File: src/rtl/id_ex_if.sv
// ID/EX stage bus bundle.
// Groups the decode-slot fields, pipeline control (stall/flush), the EX/MEM
// and MEM/WB forwarding sources and every EX-side output into one interface.
//   master : the surrounding pipeline (drives id_*, stall, flush, exmem_*,
//            memwb_*; observes hazard and ex_*/alu_*)
//   slave  : the id_ex_stage itself
// ex_ctrl / id_ctrl bit order: {branch, mem_read, mem_to_reg, mem_write,
// alu_src, reg_write}.
interface id_ex_if #(
  parameter int XLEN = 64,
  parameter int RA_W = 5
);
  // Decode slot
  logic            id_valid;
  logic [XLEN-1:0] id_rs1_data;
  logic [XLEN-1:0] id_rs2_data;
  logic [XLEN-1:0] id_imm;
  logic [RA_W-1:0] id_rs1;
  logic [RA_W-1:0] id_rs2;
  logic [RA_W-1:0] id_rd;
  logic [2:0]      id_funct3;
  logic            id_funct7_5;
  logic [1:0]      id_alu_op;
  logic [5:0]      id_ctrl;

  // Pipeline control
  logic            stall;
  logic            flush;

  // Forwarding sources
  logic            exmem_reg_write;
  logic [RA_W-1:0] exmem_rd;
  logic [XLEN-1:0] exmem_result;
  logic            memwb_reg_write;
  logic [RA_W-1:0] memwb_rd;
  logic [XLEN-1:0] memwb_data;

  // EX-side outputs
  logic            hazard;
  logic            ex_valid;
  logic [XLEN-1:0] alu_a;
  logic [XLEN-1:0] alu_b;
  logic [3:0]      alu_ctrl;
  logic [XLEN-1:0] ex_store_data;
  logic [RA_W-1:0] ex_rd;
  logic [5:0]      ex_ctrl;

  modport master (
    output id_valid, id_rs1_data, id_rs2_data, id_imm, id_rs1, id_rs2, id_rd,
           id_funct3, id_funct7_5, id_alu_op, id_ctrl,
           stall, flush,
           exmem_reg_write, exmem_rd, exmem_result,
           memwb_reg_write, memwb_rd, memwb_data,
    input  hazard, ex_valid, alu_a, alu_b, alu_ctrl, ex_store_data, ex_rd, ex_ctrl
  );

  modport slave (
    input  id_valid, id_rs1_data, id_rs2_data, id_imm, id_rs1, id_rs2, id_rd,
           id_funct3, id_funct7_5, id_alu_op, id_ctrl,
           stall, flush,
           exmem_reg_write, exmem_rd, exmem_result,
           memwb_reg_write, memwb_rd, memwb_data,
    output hazard, ex_valid, alu_a, alu_b, alu_ctrl, ex_store_data, ex_rd, ex_ctrl
  );
endinterface

File: src/rtl/id_ex_stage.sv
// ID/EX pipeline register and ALU operand-select stage.
// Captures the decoded instruction each cycle, turns ALUOp/funct3/funct7[5]
// into the 4-bit ALU operation code, resolves EX/MEM and MEM/WB forwarding
// for both operands, and flags load-use hazards to decode/fetch.
// Ports:
//   clk      : rising-edge clock
//   reset_n  : synchronous active-low reset (loads a bubble)
//   bus      : id_ex_if slave modport (decode fields, stall/flush,
//              forwarding sources, EX outputs)
module id_ex_stage #(
  parameter int XLEN = 64,
  parameter int RA_W = 5
) (
  input  logic    clk,
  input  logic    reset_n,
  id_ex_if.slave  bus
);

  localparam logic [3:0] ALU_AND   = 4'b0000;
  localparam logic [3:0] ALU_OR    = 4'b0001;
  localparam logic [3:0] ALU_ADD   = 4'b0010;
  localparam logic [3:0] ALU_SUB   = 4'b0110;
  localparam logic [3:0] ALU_OTHER = 4'b1100;

  localparam int CTRL_MEM_READ = 4;
  localparam int CTRL_ALU_SRC  = 1;

  typedef struct packed {
    logic            valid;
    logic [XLEN-1:0] rs1_data;
    logic [XLEN-1:0] rs2_data;
    logic [XLEN-1:0] imm;
    logic [RA_W-1:0] rs1;
    logic [RA_W-1:0] rs2;
    logic [RA_W-1:0] rd;
    logic [5:0]      ctrl;
    logic [3:0]      alu_ctrl;
  } ex_regs_t;

  // A bubble is an all-zero slot whose ALU code is a harmless add.
  function automatic ex_regs_t bubble();
    ex_regs_t b;
    b          = '0;
    b.alu_ctrl = ALU_ADD;
    return b;
  endfunction

  function automatic logic [3:0] alu_decode(input logic [1:0] alu_op,
                                            input logic [2:0] funct3,
                                            input logic       funct7_5);
    logic [3:0] code;
    case (alu_op)
      2'b00:   code = ALU_ADD;
      2'b01:   code = ALU_SUB;
      default: begin
        case (funct3)
          // funct7[5] selects sub only for R-type; I-type addi ignores it.
          3'b000:  code = (alu_op == 2'b10 && funct7_5) ? ALU_SUB : ALU_ADD;
          3'b111:  code = ALU_AND;
          3'b110:  code = ALU_OR;
          default: code = ALU_OTHER;
        endcase
      end
    endcase
    return code;
  endfunction

  // EX/MEM is younger than MEM/WB, so it wins when both target the operand.
  // x0 is hard-wired zero and never forwards.
  function automatic logic [XLEN-1:0] forward(input logic [RA_W-1:0] src,
                                              input logic [XLEN-1:0] reg_data,
                                              input logic            exmem_we,
                                              input logic [RA_W-1:0] exmem_rd,
                                              input logic [XLEN-1:0] exmem_val,
                                              input logic            memwb_we,
                                              input logic [RA_W-1:0] memwb_rd,
                                              input logic [XLEN-1:0] memwb_val);
    logic [XLEN-1:0] v;
    if (exmem_we && exmem_rd != '0 && exmem_rd == src)
      v = exmem_val;
    else if (memwb_we && memwb_rd != '0 && memwb_rd == src)
      v = memwb_val;
    else
      v = reg_data;
    return v;
  endfunction

  ex_regs_t        ex_q, ex_d;
  logic            hazard;
  logic [XLEN-1:0] fwd_rs1, fwd_rs2;

  // Load-use: the load in EX cannot supply its data in time for the
  // instruction in decode. Held low during reset so a stale EX slot
  // cannot freeze the front end.
  assign hazard = reset_n
                & ex_q.valid
                & ex_q.ctrl[CTRL_MEM_READ]
                & (ex_q.rd != '0)
                & bus.id_valid
                & ((ex_q.rd == bus.id_rs1) | (ex_q.rd == bus.id_rs2));

  always_comb begin
    // NOTE: every always_comb output gets a default first; a path that
    // leaves it unassigned would infer a latch.
    ex_d = ex_q;
    if (bus.flush) begin
      ex_d = bubble();
    end else if (bus.stall) begin
      ex_d = ex_q;
    end else if (hazard) begin
      ex_d = bubble();
    end else begin
      ex_d.valid    = bus.id_valid;
      ex_d.rs1_data = bus.id_rs1_data;
      ex_d.rs2_data = bus.id_rs2_data;
      ex_d.imm      = bus.id_imm;
      ex_d.rs1      = bus.id_rs1;
      ex_d.rs2      = bus.id_rs2;
      ex_d.rd       = bus.id_rd;
      ex_d.ctrl     = bus.id_ctrl;
      ex_d.alu_ctrl = alu_decode(bus.id_alu_op, bus.id_funct3, bus.id_funct7_5);
    end
  end

  always_ff @(posedge clk) begin
    // NOTE: non-blocking assignment keeps every register updating from
    // pre-edge values regardless of process ordering.
    if (!reset_n) ex_q <= bubble();
    else          ex_q <= ex_d;
  end

  always_comb begin
    fwd_rs1 = forward(ex_q.rs1, ex_q.rs1_data,
                      bus.exmem_reg_write, bus.exmem_rd, bus.exmem_result,
                      bus.memwb_reg_write, bus.memwb_rd, bus.memwb_data);
    fwd_rs2 = forward(ex_q.rs2, ex_q.rs2_data,
                      bus.exmem_reg_write, bus.exmem_rd, bus.exmem_result,
                      bus.memwb_reg_write, bus.memwb_rd, bus.memwb_data);
  end

  assign bus.hazard        = hazard;
  assign bus.ex_valid      = ex_q.valid;
  assign bus.alu_a         = fwd_rs1;
  assign bus.alu_b         = ex_q.ctrl[CTRL_ALU_SRC] ? ex_q.imm : fwd_rs2;
  assign bus.alu_ctrl      = ex_q.alu_ctrl;
  assign bus.ex_store_data = fwd_rs2;
  assign bus.ex_rd         = ex_q.rd;
  assign bus.ex_ctrl       = ex_q.ctrl;

endmodule

File: src/flat_wrapper.sv
// flat-port wrapper written by rule: the top's interface ports become plain ports
module id_ex_stage_flat 
#(
  parameter int XLEN = 64,
  parameter int RA_W = 5
)
  (clk, reset_n, bus_id_valid, bus_id_rs1_data, bus_id_rs2_data, bus_id_imm, bus_id_rs1, bus_id_rs2, bus_id_rd, bus_id_funct3, bus_id_funct7_5, bus_id_alu_op, bus_id_ctrl, bus_stall, bus_flush, bus_exmem_reg_write, bus_exmem_rd, bus_exmem_result, bus_memwb_reg_write, bus_memwb_rd, bus_memwb_data, bus_hazard, bus_ex_valid, bus_alu_a, bus_alu_b, bus_alu_ctrl, bus_ex_store_data, bus_ex_rd, bus_ex_ctrl);
  id_ex_if #(.XLEN(XLEN), .RA_W(RA_W)) bus_i ();
  input  logic clk;
  input  logic reset_n;
  input wire logic [$bits(bus_i.id_valid)-1:0] bus_id_valid;
  input wire logic [$bits(bus_i.id_rs1_data)-1:0] bus_id_rs1_data;
  input wire logic [$bits(bus_i.id_rs2_data)-1:0] bus_id_rs2_data;
  input wire logic [$bits(bus_i.id_imm)-1:0] bus_id_imm;
  input wire logic [$bits(bus_i.id_rs1)-1:0] bus_id_rs1;
  input wire logic [$bits(bus_i.id_rs2)-1:0] bus_id_rs2;
  input wire logic [$bits(bus_i.id_rd)-1:0] bus_id_rd;
  input wire logic [$bits(bus_i.id_funct3)-1:0] bus_id_funct3;
  input wire logic [$bits(bus_i.id_funct7_5)-1:0] bus_id_funct7_5;
  input wire logic [$bits(bus_i.id_alu_op)-1:0] bus_id_alu_op;
  input wire logic [$bits(bus_i.id_ctrl)-1:0] bus_id_ctrl;
  input wire logic [$bits(bus_i.stall)-1:0] bus_stall;
  input wire logic [$bits(bus_i.flush)-1:0] bus_flush;
  input wire logic [$bits(bus_i.exmem_reg_write)-1:0] bus_exmem_reg_write;
  input wire logic [$bits(bus_i.exmem_rd)-1:0] bus_exmem_rd;
  input wire logic [$bits(bus_i.exmem_result)-1:0] bus_exmem_result;
  input wire logic [$bits(bus_i.memwb_reg_write)-1:0] bus_memwb_reg_write;
  input wire logic [$bits(bus_i.memwb_rd)-1:0] bus_memwb_rd;
  input wire logic [$bits(bus_i.memwb_data)-1:0] bus_memwb_data;
  output wire logic [$bits(bus_i.hazard)-1:0] bus_hazard;
  output wire logic [$bits(bus_i.ex_valid)-1:0] bus_ex_valid;
  output wire logic [$bits(bus_i.alu_a)-1:0] bus_alu_a;
  output wire logic [$bits(bus_i.alu_b)-1:0] bus_alu_b;
  output wire logic [$bits(bus_i.alu_ctrl)-1:0] bus_alu_ctrl;
  output wire logic [$bits(bus_i.ex_store_data)-1:0] bus_ex_store_data;
  output wire logic [$bits(bus_i.ex_rd)-1:0] bus_ex_rd;
  output wire logic [$bits(bus_i.ex_ctrl)-1:0] bus_ex_ctrl;
  assign bus_i.id_valid = bus_id_valid;
  assign bus_i.id_rs1_data = bus_id_rs1_data;
  assign bus_i.id_rs2_data = bus_id_rs2_data;
  assign bus_i.id_imm = bus_id_imm;
  assign bus_i.id_rs1 = bus_id_rs1;
  assign bus_i.id_rs2 = bus_id_rs2;
  assign bus_i.id_rd = bus_id_rd;
  assign bus_i.id_funct3 = bus_id_funct3;
  assign bus_i.id_funct7_5 = bus_id_funct7_5;
  assign bus_i.id_alu_op = bus_id_alu_op;
  assign bus_i.id_ctrl = bus_id_ctrl;
  assign bus_i.stall = bus_stall;
  assign bus_i.flush = bus_flush;
  assign bus_i.exmem_reg_write = bus_exmem_reg_write;
  assign bus_i.exmem_rd = bus_exmem_rd;
  assign bus_i.exmem_result = bus_exmem_result;
  assign bus_i.memwb_reg_write = bus_memwb_reg_write;
  assign bus_i.memwb_rd = bus_memwb_rd;
  assign bus_i.memwb_data = bus_memwb_data;
  assign bus_hazard = bus_i.hazard;
  assign bus_ex_valid = bus_i.ex_valid;
  assign bus_alu_a = bus_i.alu_a;
  assign bus_alu_b = bus_i.alu_b;
  assign bus_alu_ctrl = bus_i.alu_ctrl;
  assign bus_ex_store_data = bus_i.ex_store_data;
  assign bus_ex_rd = bus_i.ex_rd;
  assign bus_ex_ctrl = bus_i.ex_ctrl;
  id_ex_stage #(.XLEN(XLEN), .RA_W(RA_W)) u_core (.clk(clk), .reset_n(reset_n), .bus(bus_i));
endmodule
File: config.mk
export PLATFORM = sky130hd
export DESIGN_NAME = id_ex_stage_flat
export DESIGN_NICKNAME = d
export VERILOG_FILES = /design/src/rtl/id_ex_if.sv /design/src/rtl/id_ex_stage.sv /design/src/flat_wrapper.sv
export SDC_FILE = /design/constraint.sdc
export NUM_CORES = 1
export LEC_CHECK = 0
export ABC_AREA = 1
export CAP_MARGIN = 20
export CORE_AREA = 8 8 219 221
export DETAILED_ROUTE_END_ITERATION = 12
export DIE_AREA = 0 0 227 229
export GPL_ROUTABILITY_DRIVEN = 0
export PLACE_DENSITY_LB_ADDON = 0.1
export SKIP_CTS_REPAIR_TIMING = 1
export SLEW_MARGIN = 10
export SYNTH_ARGS = -nofsm -noshare
export SYNTH_HDL_FRONTEND = slang
export SYNTH_SLANG_ARGS = --single-unit
File: constraint.sdc
create_clock -name clk -period 2.35 [get_ports clk]
set_clock_uncertainty 0.2 [all_clocks]
set_input_delay 0.235 -clock clk [delete_from_list [all_inputs] [get_ports clk]]
set_output_delay 0.235 -clock clk [all_outputs]
set_load 0.05 [all_outputs]
==> metrics.cfg, run 1 <==
[run_status]
outcome = finished with violations
failed_checks = setup timing

[cts]
clk_transition_reported_paths_ps = 60
clock_tree_from_tritoncts = yes
cts.htree.levels = 1
tritoncts.num_buffers = 28
latest_clock_arrival_within_the_worst_skew_pair_ps = 570
ctsRootBufferMaster = sky130_fd_sc_hd__clkbuf_16
cts_max_path_buffers = 3
cts_sinks = 218

[yosys]
synth_xor_area_share_pct = 1.52
synthesis.area_sq_mm = 0.0133
synthMuxAreaShare_pct = 0
yosys_warnings = 0
synth_top_family_by_area = simple AND/OR/NAND/NOR gates
adder_cell_share_of_the_synthesized_area_pct = 0
netlist_instances = 2082
synthesis.area_per_instance_sq_um = 6.37
area_fraction_in_compound_gates_after_synthesis_pct = 18.8
yosys.cell_types.count = 25
synthesized_area_fraction_occupied_by_and_or_nand_nor_cells_pct = 35.1
synth_seq_area_share_pct = 32.9
mappedNetlistNets = 2446
yosys_register_bits = 218

[floorplan]
design.portCount = 573
dieWidth_um = 227
floorplan.initialDensity_pct = 29.7
total_die_area_sq_mm = 0.0520
fp.dieH_um = 229
rows = 78
placeableCoreArea_sq_mm = 0.0447

[timing]
finalCriticalPeriod_ps = 2900
finalSetupViolations = 193
maxSlewHeadroom_pct = 58.8
final_min_period_over_clock_period_pct = 124
maxSlewViolCount = 0
worst_path_setup_slack_after_routing_ps = -553
timing_hold_violations_final = 0
achievable-frequency_ghz = 0.344
rsz0062_at_grt = true
tightestPinTransition_ps = 612

[route]
detailroute.via_count = 16900
detailedRoute.firstPassIterationCount = 6
ant_nets = 0
routed_wirelength_mm = 75.6
detail_route.drc_violations = 0
avgRoutedWirePerCell_um = 23.1
detail_route.iter0.violations = 1608
routed_vias_inst = 5.16

[finish]
final_core_utilization_pct = 54.4
final_nets = 3001
commonest_non_fill_non_tap_cells_in_the_layout = sky130_fd_sc_hd__nand2_1 (420), sky130_fd_sc_hd__clkdlybuf4s50_1 (377), sky130_fd_sc_hd__a21oi_1 (217), sky130_fd_sc_hd__o21ai_0 (216), sky130_fd_sc_hd__dfxtp_1 (209)
drive_gt1_share_pct = 26.6
postLayoutCellArea_sq_mm = 0.0243
layout_commonest_cell = sky130_fd_sc_hd__nand2_1
flow.area_growth_from_synthesis_pct = 83.3

[power_and_ir_drop]
intPower_w = 0.00842
power.density_mw_per_mm2 = 515
power.share.sequential_pct = 31.6
ir_worst_vdd_v = 0.000428
power.switching_fraction_pct = 32.8
cellLeakagePower_nw = 11.0
switchingPower_w = 0.00411
share_comb_of_total_power_pct = 31.9
p_clk_share_pct = 36.5

[worst_hold_path]
holdCritPathClass = input pin to register

[critical_path]
crit_arrival_ps = 2470
cp_slowest_stage_delay_ps = 370
worst-setup-path-type = register to primary output
worstPathRequired_ps = 1910
critPathMostFrequentCell = sky130_fd_sc_hd__buf_12
critical_path.n_buffers_inverters = 4
critPathTopFamily = buffers and inverters
crit_path_top_delay_cell = sky130_fd_sc_hd__dfxtp_4
setup.worst_path.start_class = register
critPathCaptureType = primary output
path_cells = xnor2_2, nand3_2, nor2_4, buf_12, nand2_8, clkbuf_16, nand2_1, nand3_1, o21ai_2, buf_4, buf_12
worst-path-max-fanout = 11

[global_route]
vias_in_the_first_global_route = 15500
total_grt_usage_pct = 24.2
global_route.overflow_total = 0
grt_start_max_net_pins = 55
grt_antenna_before_repair = 18
grt_first_pass_wirelength_mm = 98.2

[placement]
placed_cell_areas_sq_mm = 0.0205
portBuffers = 572
detailedPlacementHpwl_mm = 51.3

[job]
max_capacitance_violation_total = 0

==> worst paths after layout <==
check | startpoint | end | slack, ps | cells after the start
worst max-delay path | u_core.ex_q[22] | bus_alu_a[19] | -550 | 11
worst min-delay path | bus_id_rs2_data[60] | u_core.ex_q[149] | 10 | 3
worst min register to register | u_core.bus.alu_ctrl[0] | u_core.bus.alu_ctrl[0] | 260 | 2
worst max register to register | u_core.bus.ex_rd[1] | u_core.ex_q[169] | 450 | 11
==> cell type report <==
class	count	area [sq um]
Multi-Input combinational cell	1514	8830
Inverter	148	563
Tap cell	600	751
Timing Repair Buffer	727	8780
Sequential cell	218	4390
Clock inverter	10	133
Antenna cell	14	35.0
Fill cell	4364	20400
Clock buffer	41	831
==> synthesized netlist by cell type, drive strengths merged <==
cell type,count,share of area [%]
buf,111,4.8
and3,1,0.047
xor2,11,0.73
nand3b,66,3.7
nand4,65,3.1
inv,148,4.2
and2,64,3.0
nand3,266,10
xnor2,12,0.79
nor2,21,0.61
dfxtp,218,33
nor3,4,0.24
nand2,504,14
nor3b,1,0.057
clkbuf,92,2.6
a21oi,217,8.2
o21ai,281,11
==> power groups by stage <==
stage	clock network [W]	logic, W	registers, W
2_1_floorplan	0	0.00174	0.00400
3_3_place_gp	0	0.00347	0.00402
3_5_place_dp	0	0.00348	0.00403
4_1_cts	0.00463	0.00350	0.00395
5_1_grt	0.00477	0.00419	0.00397
6_report	0.00457	0.00400	0.00396
==> stage by stage <==
stage               setup slack (ps)  setup TNS [ps]  std cells  total power, W  hold WS, ps
floorplan                       -283          -18120       2082         0.00573          157
global placement                -468          -50930       3160         0.00750          255
detailed placement              -473          -57180       3160         0.00751          251
CTS                             -697          -90810       3211          0.0121        -11.5
global route                    -624          -95650       3270          0.0129         10.6
finish                          -553          -76060       3272          0.0125         13.6
==> kinds of logic (layout without fill, tap and decap cells) <==
| logic type | count (synthesis) | count (layout) |
|---|---|---|
| compound gates | 498 | 498 |
| xor+xnor | 23 | 23 |
| simple gates | 992 | 993 |
| other cells | 0 | 14 |
| flops | 218 | 218 |
| buf+inv | 351 | 926 |
==> state kept, by name, indices dropped and copies added, names as in the netlist <==
name / flops
u_core.bus.ex_rd: 5
u_core.bus.ex_valid: 1
u_core.ex_q: 202
u_core.bus.alu_ctrl: 4
u_core.bus.ex_ctrl: 6
==> worst register-to-register path, stage by stage (launching register included) <==
cell	delay, ps
sky130_fd_sc_hd__dfxtp_1	440
sky130_fd_sc_hd__inv_1	90
sky130_fd_sc_hd__nand2_1	70
sky130_fd_sc_hd__nand2_1	50
sky130_fd_sc_hd__nor2_1	110
sky130_fd_sc_hd__nand3_1	70
sky130_fd_sc_hd__nand2_1	110
sky130_fd_sc_hd__nand2_4	80
sky130_fd_sc_hd__buf_12	160
sky130_fd_sc_hd__buf_4	230
sky130_fd_sc_hd__nand2_1	80
sky130_fd_sc_hd__a21oi_1	60
==> per-layer routing <==
metal  GRT usage (%)  vias to the layer above  wire, um
li1                -                     8062         -
met1            31.1                     7927     31100
met2            40.0                      771     35800
met3            5.81                      129      6440
met4            6.80                       10      2190
met5               0                        -        62
No activity file was read; power rests on OpenSTA's default activity.
==> run 2, diff against run 1 <==
CORE_AREA = 2 2 226 228   (was 8 8 219 221)
DIE_AREA = 0 0 228 230   (was 0 0 227 229)
PLACE_DENSITY = 0.64   (was default)
PLACE_DENSITY_LB_ADDON = default   (was 0.1)
==> run 2 against run 1 <==
The flow still finishes with violations (setup timing). Die area up 0.88%. Final area grew 6.1%. Via count increased by 5.0%. Sequential power is essentially flat. Cell count grew 2.2%. Combinational power rose by 9.7%. Non-clock buffer count up 6. Clock power up 7.4%. Critical path type unchanged. Largest power group unchanged.
==> metrics.cfg, run 2 (synthesized netlist as in run 1, its figures left out) <==
[critical_path]
r2r-start = u_core.bus.ex_rd[4]  ; was u_core.bus.ex_rd[1]
worst_r2r_path_depth = 10  ; was 11
worst-path-max-fanout = 13  ; was 11
reg2reg_setup_slack_ps = 360  ; was 450 ps
crit_arrival_ps = 2410  ; was 2470 ps
worst-setup-path-type = register to primary output  ; unchanged
worstPathRequired_ps = 1910  ; about the same
setup.worst_path.start_class = register  ; unchanged
r2r_end = u_core.ex_q[56]  ; was u_core.ex_q[169]
critPathCaptureType = primary output  ; unchanged

[worst_hold_path]
worst_hold_path.endpoint = u_core.ex_q[162]  ; was u_core.ex_q[149]
min_from = bus_id_rs1_data[9]  ; was bus_id_rs2_data[60]
worst_hold_path.num_cells = 3  ; unchanged
holdCritPathClass = input pin to register  ; unchanged

[power_and_ir_drop]
power.density_mw_per_mm2 = 513  ; was 515 mW/mm^2
cellLeakagePower_nw = 11.2  ; was 11.0 nW
ir_worst_vdd_v = 0.000375  ; was 0.000428 V
power.share.sequential_pct = 29.8  ; was 31.6%
p_clk_share_pct = 37.1  ; was 36.5%
intPower_w = 0.00897  ; was 0.00842 W
share_comb_of_total_power_pct = 33.1  ; was 31.9%
power.switching_fraction_pct = 32.3  ; was 32.8%
switchingPower_w = 0.00428  ; was 0.00411 W

[run_status]
outcome = finished with violations  ; unchanged
failed_checks = setup timing  ; unchanged

[route]
avgRoutedWirePerCell_um = 22.8  ; was 23.1 um
ant_nets = 0  ; unchanged
detail_route.iter0.violations = 1716  ; was 1608
detailedRoute.firstPassIterationCount = 6  ; unchanged
detailroute.via_count = 17800  ; was 16900
routed_vias_inst = 5.31  ; was 5.16
detail_route.drc_violations = 0  ; unchanged
routed_wirelength_mm = 76.2  ; was 75.6 mm

[floorplan]
floorplan.initialDensity_pct = 26.6  ; was 29.7%
dieWidth_um = 228  ; was 227 um
design.portCount = 573  ; unchanged
fp.dieH_um = 230  ; was 229 um
total_die_area_sq_mm = 0.0524  ; was 0.0520 sq mm
placeableCoreArea_sq_mm = 0.0499  ; was 0.0447 sq mm
rows = 82  ; was 78

[global_route]
total_grt_usage_pct = 23.0  ; was 24.2%
global_route.overflow_total = 0  ; unchanged
grt_antenna_before_repair = 8  ; was 18
vias_in_the_first_global_route = 16500  ; was 15500
grt_first_pass_wirelength_mm = 96.4  ; was 98.2 mm
grt_start_max_net_pins = 74  ; was 55

[placement]
detailedPlacementHpwl_mm = 46.7  ; was 51.3 mm
portBuffers = 572  ; unchanged
place_inst = 3231  ; was 3160

[cts]
cts_sinks = 218  ; unchanged
cts.htree.levels = 1  ; unchanged
cts_max_path_buffers = 3  ; unchanged
ctsRootBufferMaster = sky130_fd_sc_hd__clkbuf_16  ; unchanged
latest_clock_arrival_within_the_worst_skew_pair_ps = 560  ; was 570 ps
clock_tree_from_tritoncts = yes  ; unchanged
clk_transition_reported_paths_ps = 70  ; was 60 ps
tritoncts.num_buffers = 28  ; unchanged

[finish]
largest_register_ffs = 202  ; unchanged
final_nets = 3007  ; was 3001
flow.area_growth_from_synthesis_pct = 94.5  ; was 83.3%
drive_gt1_share_pct = 27.4  ; was 26.6%
layoutNonFillerInstCount = 3345  ; was 3272
layout_commonest_cell = sky130_fd_sc_hd__nand2_1  ; unchanged
largest_register = u_core.ex_q  ; unchanged
commonest_non_fill_non_tap_cells_in_the_layout = sky130_fd_sc_hd__nand2_1 (405), sky130_fd_sc_hd__clkdlybuf4s50_1 (373), sky130_fd_sc_hd__buf_12 (241), sky130_fd_sc_hd__a21oi_1 (217), sky130_fd_sc_hd__o21ai_0 (216)  ; was sky130_fd_sc_hd__nand2_1 (420), sky130_fd_sc_hd__clkdlybuf4s50_1 (377), sky130_fd_sc_hd__a21oi_1 (217), sky130_fd_sc_hd__o21ai_0 (216), sky130_fd_sc_hd__dfxtp_1 (209)

[timing]
fin_tns_setup_ps = -76880  ; was -76060 ps
timing_hold_violations_final = 0  ; unchanged
worst_path_setup_slack_after_routing_ps = -493  ; was -553 ps
achievable-frequency_ghz = 0.352  ; was 0.344 GHz
final_min_period_over_clock_period_pct = 121  ; was 124%
finalCriticalPeriod_ps = 2840  ; was 2900 ps
maxSlewViolCount = 0  ; unchanged
tightestPinTransition_ps = 645  ; was 612 ps
finalSetupViolations = 193  ; unchanged
maxSlewHeadroom_pct = 56.9  ; was 58.8%
rsz0062_at_grt = true  ; unchanged

[job]
max_capacitance_violation_total = 0  ; unchanged

run 2: final cells by class:
| type | instances | area [sq um] |
|---|---|---|
| fillers | 4585 | 24100 |
| repair buffers | 733 | 10100 |
| multi-input cells | 1514 | 8890 |
| flip-flops and latches | 218 | 4390 |
| clock buffers | 40 | 847 |
| well taps | 672 | 841 |
| inverters | 148 | 563 |
| clock inverters | 12 | 195 |
| diodes | 8 | 20.0 |
run 2: per-layer routing:
| metal | wire [um] | GRT usage [%] | vias up | part of all wire (%) |
|---|---|---|---|---|
| met5 | 14 | 0 | - | 0.018 |
| met4 | 3820 | 10.1 | 2 | 5.0 |
| met3 | 7310 | 4.92 | 241 | 9.6 |
| met2 | 34900 | 38.8 | 1119 | 46 |
| met1 | 30100 | 28.3 | 8320 | 40 |
| li1 | - | - | 8069 | - |
run 2: power groups by stage:
stage / Combinational [W] / Clock, W / Sequential (W)
final: 0.00439 / 0.00491 / 0.00395
after CTS: 0.00390 / 0.00498 / 0.00394
after global routing: 0.00457 / 0.00512 / 0.00396
after floorplan: 0.00174 / 0 / 0.00400
after detailed placement: 0.00388 / 0 / 0.00402
after global placement: 0.00385 / 0 / 0.00401
run 2: worst max-delay path by stage:
stage | startpoint | to | slack (ps) | cells after the start
6_report | u_core.ex_q[19] | bus_alu_b[38] | -490 | 10
3_3_place_gp | bus_exmem_rd[1] | bus_alu_a[60] | -520 | 12
3_5_place_dp | bus_exmem_rd[1] | bus_alu_a[60] | -560 | 13
5_1_grt | u_core.ex_q[21] | bus_alu_a[43] | -590 | 11
2_1_floorplan | u_core.ex_q[21] | bus_alu_a[10] | -280 | 7
4_1_cts | u_core.ex_q[20] | bus_alu_a[60] | -710 | 11
run 2: metrics by stage:
stage | setup WS (ps) | power [W] | utilization (%) | area [sq um] | hold slack, ps
floorplan | -283 | 0.00573 | - | 13300 | 157
global placement | -519 | 0.00787 | 44.4 | 22100 | 259
detailed placement | -564 | 0.00790 | 44.4 | 22100 | 259
CTS | -710 | 0.0128 | 46.5 | 23200 | -4.32
global route | -587 | 0.0136 | 51.7 | 25800 | 11.6
finish | -493 | 0.0132 | 51.7 | 25800 | 23.3
run 2: critical path, stage by stage, from the launching register on:
cell	delay, ps
sky130_fd_sc_hd__dfxtp_2	350
sky130_fd_sc_hd__xor2_2	190
sky130_fd_sc_hd__nor2_4	190
sky130_fd_sc_hd__nand3b_1	140
sky130_fd_sc_hd__buf_4	180
sky130_fd_sc_hd__buf_12	150
sky130_fd_sc_hd__buf_4	150
sky130_fd_sc_hd__nand3_1	110
sky130_fd_sc_hd__nand3_1	110
sky130_fd_sc_hd__nand2_2	110
sky130_fd_sc_hd__buf_12	130
==> run 3, diff against run 2 <==
DONT_BUFFER_PORTS = 1   (was default)
PLACE_DENSITY = 0.49   (was 0.64)
==> run 3 against run 2 <==
The run ends with hold timing, setup timing left. Critical path depth fell by 2. Via count down 7.3%. Largest power group unchanged. Sequential cell count did not move. Hold slack got worse by 75 ps.
==> metrics.cfg, run 3 (synthesized netlist as in run 1, its figures left out) <==
[route]
detail_route.iter0.violations = 1590  ; was 1716
avgRoutedWirePerCell_um = 22.1  ; was 22.8 um
detailedRoute.firstPassIterationCount = 7  ; was 6
detail_route.drc_violations = 0  ; unchanged
ant_nets = 0  ; unchanged
routed_vias_inst = 5.29  ; was 5.31
detailroute.via_count = 16500  ; was 17800
routed_wirelength_mm = 68.9  ; was 76.2 mm

[cts]
cts_max_path_buffers = 3  ; unchanged
cts_sinks = 218  ; unchanged
ctsRootBufferMaster = sky130_fd_sc_hd__clkbuf_16  ; unchanged
cts.htree.levels = 1  ; unchanged
clock_tree_from_tritoncts = yes  ; unchanged
tritoncts.num_buffers = 29  ; was 28
clk_transition_reported_paths_ps = 60  ; was 70 ps
latest_clock_arrival_within_the_worst_skew_pair_ps = 570  ; was 560 ps

[timing]
finalSetupViolations = 193  ; unchanged
finalCriticalPeriod_ps = 2830  ; was 2840 ps
timing_hold_violations_final = 2  ; was 0
achievable-frequency_ghz = 0.354  ; was 0.352 GHz
holdWs_ps = -52.0  ; was 23.3 ps
worst_path_setup_slack_after_routing_ps = -475  ; was -493 ps
final_min_period_over_clock_period_pct = 120  ; was 121%
maxSlewViolCount = 0  ; unchanged
rsz0062_at_grt = true  ; unchanged
tightestPinTransition_ps = 689  ; was 645 ps
maxSlewHeadroom_pct = 54.0  ; was 56.9%

[job]
max_capacitance_violation_total = 0  ; unchanged

[global_route]
vias_in_the_first_global_route = 14400  ; was 16500
global_route.overflow_total = 0  ; unchanged
grt_start_max_net_pins = 110  ; was 74
grt_antenna_before_repair = 2  ; was 8
grt_first_pass_wirelength_mm = 89.5  ; was 96.4 mm
total_grt_usage_pct = 21.8  ; was 23.0%

[run_status]
failed_checks = hold timing, setup timing  ; was setup timing
outcome = finished with violations  ; unchanged

[critical_path]
worst-setup-path-type = register to primary output  ; unchanged
crit_arrival_ps = 2390  ; was 2410 ps
worst-path-max-fanout = 55  ; was 13
worstPathRequired_ps = 1910  ; about the same
setup.worst_path.start_class = register  ; unchanged
critPathCaptureType = primary output  ; unchanged

[floorplan]
rows = 82  ; unchanged
total_die_area_sq_mm = 0.0524  ; unchanged
design.portCount = 573  ; unchanged
fp.dieH_um = 230  ; unchanged
floorplan.initialDensity_pct = 26.6  ; unchanged
dieWidth_um = 228  ; unchanged
placeableCoreArea_sq_mm = 0.0499  ; unchanged

[power_and_ir_drop]
report.power.total_w = 0.0120  ; was 0.0132 W
switchingPower_w = 0.00403  ; was 0.00428 W
share_comb_of_total_power_pct = 30.4  ; was 33.1%
power.share.sequential_pct = 33.1  ; was 29.8%
cellLeakagePower_nw = 10.0  ; was 11.2 nW
p_clk_share_pct = 36.5  ; was 37.1%
ir_worst_vdd_v = 0.000496  ; was 0.000375 V
intPower_w = 0.00795  ; was 0.00897 W
power.density_mw_per_mm2 = 542  ; was 513 mW/mm^2
power.switching_fraction_pct = 33.6  ; was 32.3%

[placement]
portBuffers = 0  ; was 572
placed_cell_areas_sq_mm = 0.0171  ; was 0.0221 sq mm
detailedPlacementHpwl_mm = 44.0  ; was 46.7 mm

[finish]
largest_register_ffs = 202  ; unchanged
final-seq-area_sq_mm = 0.00438  ; was 0.00439 sq mm
largest_register = u_core.ex_q  ; unchanged
antenna_cells = 0  ; was 8
final_nets = 2783  ; was 3007
flow.area_growth_from_synthesis_pct = 66.6  ; was 94.5%
postLayoutCellArea_sq_mm = 0.0221  ; was 0.0258 sq mm
drive_gt1_share_pct = 25.8  ; was 27.4%
commonest_non_fill_non_tap_cells_in_the_layout = sky130_fd_sc_hd__nand2_1 (406), sky130_fd_sc_hd__dlygate4sd3_1 (223), sky130_fd_sc_hd__a21oi_1 (217), sky130_fd_sc_hd__o21ai_0 (216), sky130_fd_sc_hd__dfxtp_1 (210)  ; was sky130_fd_sc_hd__nand2_1 (405), sky130_fd_sc_hd__clkdlybuf4s50_1 (373), sky130_fd_sc_hd__buf_12 (241), sky130_fd_sc_hd__a21oi_1 (217), sky130_fd_sc_hd__o21ai_0 (216)
final.fill_count = 4931  ; was 4585
layout_commonest_cell = sky130_fd_sc_hd__nand2_1  ; unchanged
multi_input_area_sq_mm = 0.00848  ; was 0.00889 sq mm

[worst_hold_path]
holdCritPathClass = input pin to register  ; unchanged

run 3: changes by cell type in the layout (fill, tap and decap cells not counted), moves of 21 or more:
| cell | previous run | this run |
|---|---|---|
| sky130_fd_sc_hd__clkdlybuf4s50_1 | 373 | 0 |
| sky130_fd_sc_hd__dlygate4sd3_1 | 0 | 223 |
| sky130_fd_sc_hd__buf_12 | 241 | 166 |
| sky130_fd_sc_hd__o21ai_1 | 3 | 41 |
| sky130_fd_sc_hd__nand2_2 | 65 | 92 |
| sky130_fd_sc_hd__nand2_4 | 33 | 6 |
| sky130_fd_sc_hd__buf_6 | 17 | 42 |
| sky130_fd_sc_hd__o21ai_2 | 43 | 22 |
run 3: layout make-up:
class | count | share of cell area, %
clock inverter | 9 | 0.351
clock buffer | 41 | 3.81
multi-input combinational | 1513 | 38.4
tap | 672 | 3.81
sequential | 218 | 19.8
timing repair buffer | 509 | 31.3
inverter | 148 | 2.55
run 3: path summary, 6_finish.rpt:
path	start	endpoint	slack, ps	depth (start not counted)
worst max-delay path	u_core.ex_q[20]	bus_alu_a[46]	-480	8
worst min register to register	u_core.ex_q[153]	u_core.ex_q[153]	330	2
worst max register to register	u_core.bus.ex_rd[0]	u_core.ex_q[18]	110	11
worst min-delay path	bus_id_funct7_5	u_core.bus.alu_ctrl[2]	-50	6
run 3: metal layers:
| metal | share of wire, % | vias to the layer above | routed length, um | track usage (%) |
|---|---|---|---|---|
| met1 | 41 | 7739 | 28000 | 28.4 |
| met5 | 0.038 | - | 26 | 0 |
| met3 | 10 | 162 | 7090 | 5.94 |
| met2 | 45 | 957 | 31300 | 35.1 |
| li1 | - | 7593 | - | - |
| met4 | 3.5 | 4 | 2440 | 6.43 |
run 3: per-stage QoR:
| stage | utilization (%) | setup WS, ps | cells | setup TNS [ps] |
|---|---|---|---|---|
| global route | 44.3 | -548 | 3110 | -88840 |
| finish | 44.3 | -475 | 3110 | -70390 |
| CTS | 36.1 | -535 | 2854 | -78460 |
| global placement | 34.3 | 98.2 | 2804 | 0 |
| detailed placement | 34.3 | 84.3 | 2804 | 0 |
| floorplan | - | -283 | 2082 | -18120 |
run 3: power groups by stage:
| stage | sequential (W) | combinational (W) | clock [W] |
|---|---|---|---|
| after detailed placement | 0.00403 | 0.00293 | 0 |
| after global placement | 0.00403 | 0.00292 | 0 |
| final | 0.00397 | 0.00364 | 0.00437 |
| after global routing | 0.00398 | 0.00380 | 0.00460 |
| after CTS | 0.00395 | 0.00294 | 0.00446 |
| after floorplan | 0.00400 | 0.00174 | 0 |
run 3: worst max-delay path, cell delays in order (launching register included):
cell and delay, ps:
sky130_fd_sc_hd__dfxtp_4 360, sky130_fd_sc_hd__xnor2_2 150, sky130_fd_sc_hd__nand2_1 80, sky130_fd_sc_hd__nor3_2 250
sky130_fd_sc_hd__nand3_4 140, sky130_fd_sc_hd__buf_12 200, sky130_fd_sc_hd__buf_4 220, sky130_fd_sc_hd__o21ai_1 170
sky130_fd_sc_hd__buf_6 180
